===== config.mk =====
export PLATFORM = sky130hd
export DESIGN_NAME = johnson_decade_counter
export DESIGN_NICKNAME = d
export VERILOG_FILES = /design/src/rtl/johnson_pkg.sv /design/src/rtl/johnson_digit.sv /design/src/rtl/johnson_decade_counter.sv
export SDC_FILE = /design/constraint.sdc
export NUM_CORES = 1
export LEC_CHECK = 0
export ABC_CLOCK_PERIOD_IN_PS = 10600
export CELL_PAD_IN_SITES_DETAIL_PLACEMENT = 0
export CELL_PAD_IN_SITES_GLOBAL_PLACEMENT = 1
export CORE_UTILIZATION = 35
export DETAILED_ROUTE_END_ITERATION = 8
export PLACE_DENSITY_LB_ADDON = 0.25
export SYNTH_ARGS = -nofsm -noshare
export SYNTH_HDL_FRONTEND = slang
export SYNTH_SLANG_ARGS = --single-unit

===== constraint.sdc =====
create_clock -name clk -period 10.6 [get_ports clk]
set_input_delay 2.12 -clock clk [delete_from_list [all_inputs] [get_ports clk]]
set_output_delay 2.12 -clock clk [all_outputs]
set_load 0.01 [all_outputs]

===== src/rtl/johnson_pkg.sv =====
// Johnson (twisted-ring) code helpers shared by the digit cell and the counter top.
// Codes live in a fixed-width container; the active width w is passed per call.
package johnson_pkg;

   localparam int JC_MAX_W = 16;
   typedef logic [JC_MAX_W-1:0] jc_t;

   function automatic int cw_of(input int radix);
      return $clog2(radix);
   endfunction

   function automatic jc_t jc_up(input jc_t q, input int w);
      jc_t  r;
      logic msb;
      r   = '0;
      msb = 1'b0;
      for (int i = 0; i < JC_MAX_W; i++) begin
         if (i == w - 1) msb = q[i];
      end
      for (int i = 1; i < JC_MAX_W; i++) begin
         if (i < w) r[i] = q[i-1];
      end
      r[0] = ~msb;
      return r;
   endfunction

   function automatic jc_t jc_down(input jc_t q, input int w);
      jc_t r;
      r = '0;
      for (int i = 0; i < JC_MAX_W - 1; i++) begin
         if (i < w - 1) r[i] = q[i+1];
      end
      for (int i = 0; i < JC_MAX_W; i++) begin
         if (i == w - 1) r[i] = ~q[0];
      end
      return r;
   endfunction

   // Upper half of the ring has the MSB set; its index counts down with the ones.
   function automatic jc_t jc_decode(input jc_t q, input int w);
      int   pc;
      logic msb;
      pc  = 0;
      msb = 1'b0;
      for (int i = 0; i < JC_MAX_W; i++) begin
         if (i < w) pc = pc + int'(q[i]);
         if (i == w - 1) msb = q[i];
      end
      return jc_t'(msb ? 2 * w - pc : pc);
   endfunction

   function automatic jc_t jc_encode(input jc_t v, input int w);
      jc_t r;
      int  n;
      r = '0;
      n = int'(v);
      for (int i = 0; i < JC_MAX_W; i++) begin
         if (i < w) r[i] = (n < w) ? (i < n) : (i >= n - w);
      end
      return r;
   endfunction

   function automatic logic jc_is_zero(input jc_t q, input int w);
      return (q & jc_t'((1 << w) - 1)) == '0;
   endfunction

   function automatic logic jc_is_max(input jc_t q, input int w);
      return (q & jc_t'((1 << w) - 1)) == jc_encode(jc_t'(2 * w - 1), w);
   endfunction

endpackage


===== src/rtl/johnson_digit.sv =====
// One Johnson-coded digit: holds the ring code and its registered binary index.
// Stepping, clearing and loading are decided here; the enable chain lives above.
module johnson_digit
   import johnson_pkg::*;
#(
   parameter  int RADIX = 10,
   localparam int W     = RADIX / 2,
   localparam int CW    = cw_of(RADIX)
) (
   input  logic          clk,
   input  logic          rst,
   input  logic          step,
   input  logic          up,
   input  logic          clr,
   input  logic          load,
   input  logic [CW-1:0] load_idx,
   output logic [W-1:0]  q,
   output logic [CW-1:0] idx,
   output logic          at_max,
   output logic          at_zero
);

   localparam logic [CW:0] RADIX_V = (CW + 1)'(RADIX);

   jc_t q_ext;
   jc_t q_nxt;
   jc_t idx_nxt;

   assign q_ext   = jc_t'(q);
   assign at_max  = jc_is_max(q_ext, W);
   assign at_zero = jc_is_zero(q_ext, W);

   always_comb begin
      q_nxt = q_ext;
      if (clr) begin
         q_nxt = '0;
      end else if (load) begin
         q_nxt = ({1'b0, load_idx} < RADIX_V) ? jc_encode(jc_t'(load_idx), W) : '0;
      end else if (step) begin
         q_nxt = up ? jc_up(q_ext, W) : jc_down(q_ext, W);
      end
      idx_nxt = jc_decode(q_nxt, W);
   end

   // Index is decoded from the next code so it never lags the ring by a cycle.
   always_ff @(posedge clk) begin
      if (rst) begin
         q   <= '0;
         idx <= '0;
      end else begin
         q   <= q_nxt[W-1:0];
         idx <= idx_nxt[CW-1:0];
      end
   end

endmodule


===== src/rtl/johnson_decade_counter.sv =====
// Multi-digit Johnson counter: ripple enable chain, wrap/saturate, carry pulse
// and sticky out-of-range load flag around a row of johnson_digit cells.
module johnson_decade_counter
   import johnson_pkg::*;
#(
   parameter  int DIGITS   = 2,
   parameter  int RADIX    = 10,
   parameter  int SATURATE = 0,
   localparam int W        = RADIX / 2,
   localparam int CW       = cw_of(RADIX)
) (
   input  logic                 clk,
   input  logic                 rst,
   input  logic                 en,
   input  logic                 up,
   input  logic                 clr,
   input  logic                 load,
   input  logic [DIGITS*CW-1:0] load_val,
   output logic [DIGITS*W-1:0]  q,
   output logic [DIGITS*CW-1:0] val,
   output logic                 carry,
   output logic                 err
);

   localparam logic        SAT     = (SATURATE != 0);
   localparam logic [CW:0] RADIX_V = (CW + 1)'(RADIX);

   logic [DIGITS:0]   chain;
   logic [DIGITS-1:0] at_max;
   logic [DIGITS-1:0] at_zero;
   logic [DIGITS-1:0] bad;
   logic              full;
   logic              hold;

   // chain[i] = digit i steps; chain[DIGITS] = the whole counter passes an end.
   assign chain[0] = en;
   assign full     = chain[DIGITS];
   assign hold     = SAT & full;

   for (genvar g = 0; g < DIGITS; g++) begin : g_digit
      assign chain[g+1] = chain[g] & (up ? at_max[g] : at_zero[g]);
      assign bad[g]     = ({1'b0, load_val[g*CW +: CW]} >= RADIX_V);

      johnson_digit #(.RADIX(RADIX)) u_digit (
         .clk      (clk),
         .rst      (rst),
         .step     (chain[g] & ~hold),
         .up       (up),
         .clr      (clr),
         .load     (load),
         .load_idx (load_val[g*CW +: CW]),
         .q        (q[g*W +: W]),
         .idx      (val[g*CW +: CW]),
         .at_max   (at_max[g]),
         .at_zero  (at_zero[g])
      );
   end

   always_ff @(posedge clk) begin
      if (rst || clr) begin
         carry <= 1'b0;
         err   <= 1'b0;
      end else begin
         carry <= ~load & full;
         if (load && (|bad)) err <= 1'b1;
      end
   end

endmodule

==> results.yml <==
routing:
  drt-initial-drc-count: 55
  vias: 1436
  route.detailed.drc: 3
  wl_per_cell_um: 13.45
  wl_met3_um: 65
  routed_wl_um: 3727
  drt-pass1-iter-count: 6
  wl_met1_um: 1799
  antenna_left: 0
  highest_layer: "met4"
  viasPerCell: 5.184
  wl_met2_um: 1822
placement:
  place.gp.congestion: 0.7555
  place_hpwl_um: 2854
  place_ws_ns: 4.285
  io_buffers: 33
logic_synthesis:
  synth_top_cell_by_area: "dfxtp_1"
  synthesis.area_um2: 1645
  yosysMostFrequentCell: "nor2_1"
  ys_seq_area_share_pct: 24.33
  syn-mean-instance-area_um2: 8.352
  synth_top_area_share_pct: 24.33
  synthTopCellsByCount: "nor2_1, dfxtp_1, ha_1, inv_1, a21oi_1"
  synth_cells: 197
  netlist_top_cells_area: "dfxtp_1, ha_1, nor2_1"
  ys_types: 49
  synth_edf_count: 0
  yosys_most_used_dff: "dfxtp_1"
  ys_warn_count: 0
  synth_nets: 231
  ys_ff_latch: 20
  synthArstFlopShare_pct: 0
timing:
  final-setup-viol-count: 0
  hold_viol: 0
  skew_ns: 0.004726
  setup_tns_ns: 0
  layout_setup_ws_ns: 4.563
  report.final.slew_viol_count: 0
  finalCritPeriodShare_pct: 56.96
  fmax_mhz: 165.6
  layout_min_cycle_time_ns: 6.037
  worstMarginPinSlew_ns: 0.7070
  rsz0062_at_grt: "no"
  max_slew_margin_pct: 52.72
power_and_ir_drop:
  p_leak_nw: 0.8658
  power.total_w: 0.0002271
  seqPwrFrac_pct: 36.3
  p_int_w: 0.0001617
  clockPowerShare_pct: 34.5
  cellPowerDensity_nw_per_um2: 109.9
  ir_drop_mv: 0.04344
  p_sw_w: 0.00006541
  sw_frac_of_total_pct: 28.80
  comb_power_share_pct: 29.2
cts:
  cts_tree: "done"
  cts_made_buffers: 3
  cts_hold_buffers: 0
  clkTransAtPathRegs_ns: 0.08
  postCtsResizedCells: 0
  cts_root_buf: "clkbuf_8"
  clock_latency_ns: 0.26
  clkSinkCount: 20
  clk_path_buf_depth: 2
  htree_levels: 1
  postCtsSetupBuffers: 0
grt:
  grt_max_degree: 18
  antenna_found_initial: 0
  grt_pass1_vias: 1390
  grt_pass1_wl_um: 6354
  grtUsageTotal_pct: 15.67
  globalRoute.totalOverflow: 0
finish:
  final_nets: 260
  area_growth_pct: 25.55
  n_antenna_cell: 0
  drive_above_1_share_pct: 7.111
  n_fill_cell: 465
status:
  status: "finished, violations left"
  violations: "DRC"
worst_setup_path:
  setup.worst_path.start_class: "input port"
  path_class: "in -> reg"
  worstPathRequired_ns: 10.79
  critPathMaxFanout: 16
  end_kind: "flop"
  crit_arrival_ns: 6.23
die:
  start_util_pct: 37.02
  ios: 34
  rows: 24
  dieArea_um2: 4979
  die-width_um: 70.57
  die_h_um: 70.57
  coreArea_um2: 4444
min_path:
  min_path_type: "reg -> reg"
run:
  cap_violations: 0
cell families after synthesis:
logic type | Yosys count | synth area share (%)
xor gates and xnor gates | 3 | 2.054
adders and majority gates | 20 | 17.03
AOI/OAI and AO/OA | 50 | 20.91
buffers and inverters | 25 | 6.463
and+or+nand+nor | 68 | 22.21
DFF | 20 | 24.33
muxes | 11 | 6.996
layer usage:
metal  global-route usage [%]  vias to the layer above
met5                        0                        -
met4                    4.667                        0
met3                    1.425                        4
met2                    28.69                       18
met1                    19.59                      658
li1                         -                      756
state kept, by name, summed over array words and instances (netlist names):
| name | flops |
|---|---|
| g_digit.u_digit.idx | 8 |
| carry | 1 |
| err | 1 |
| g_digit.u_digit.q | 10 |
worst max-delay path, stage by stage:
cell             delay, ns
clkdlybuf4s50_1       0.92
xnor2_2               0.21
nand4_4               0.20
mux2i_1               0.23
mux2i_1               0.10
and2_1                0.17
ha_1                  0.30
fa_1                  0.47
ha_1                  0.21
fa_1                  0.54
ha_1                  0.16
nand2_1               0.06
or4_1                 0.39
a21oi_1               0.14
path summary, 6_finish.rpt:
kind	startpoint	to	slack (ns)	cells after the start
min reg2reg	err	err	0.49	2
max	up	g_digit[1].u_digit.idx[2]	4.56	14
max reg2reg	g_digit[0].u_digit.q[4]	g_digit[1].u_digit.idx[2]	6.96	13
min	err	err	0.49	2
per-stage QoR:
stage	hold WS (ns)	instance area [um^2]	util, %	std cells
2_1_floorplan	0.5047	1645	-	197
3_3_place_gp	0.4588	1994	44.88	273
3_5_place_dp	0.4716	1994	44.88	273
4_1_cts	0.4916	2066	46.48	277
5_1_grt	0.5357	2066	46.48	277
6_report	0.4886	2066	46.48	277
area by class of cell:
cell class | count | area [um^2] | area share, %
clock buffer | 3 | 41.29 | 1.999
inverter | 16 | 60.06 | 2.907
multi-input combinational | 152 | 1139 | 55.12
clock inverter | 1 | 30.03 | 1.454
tap | 52 | 65.06 | 3.150
sequential | 20 | 400.4 | 19.38
timing repair buffer | 33 | 330.3 | 15.99
power by group through the flow:
stage	clock network [W]	registers (W)	logic (W)
2_1_floorplan	0	0.0000862	0.0000407
3_3_place_gp	0	0.0000843	0.0000660
3_5_place_dp	0	0.0000843	0.0000664
4_1_cts	0.0000804	0.0000825	0.0000666
5_1_grt	0.0000835	0.0000830	0.0000740
6_report	0.0000783	0.0000824	0.0000663
layout by cell type (no fill, tap or decap), types with 3 or more instances in the layout:
master / n
clkdlybuf4s50_1: 33
nor2_1: 27
dfxtp_1: 20
ha_1: 16
inv_1: 15
a21oi_1: 11
nand2_1: 10
o21ai_0: 9
a211oi_1: 8
mux2i_1: 7
mux2_2: 4
and2_1: 4
nand2b_1: 4
nor2b_1: 4
nor3_1: 4
fa_1: 4
o22ai_1: 3
a31oi_1: 3
or4_1: 3
clkbuf_8: 3
No activity file was read; power rests on OpenSTA's default activity.
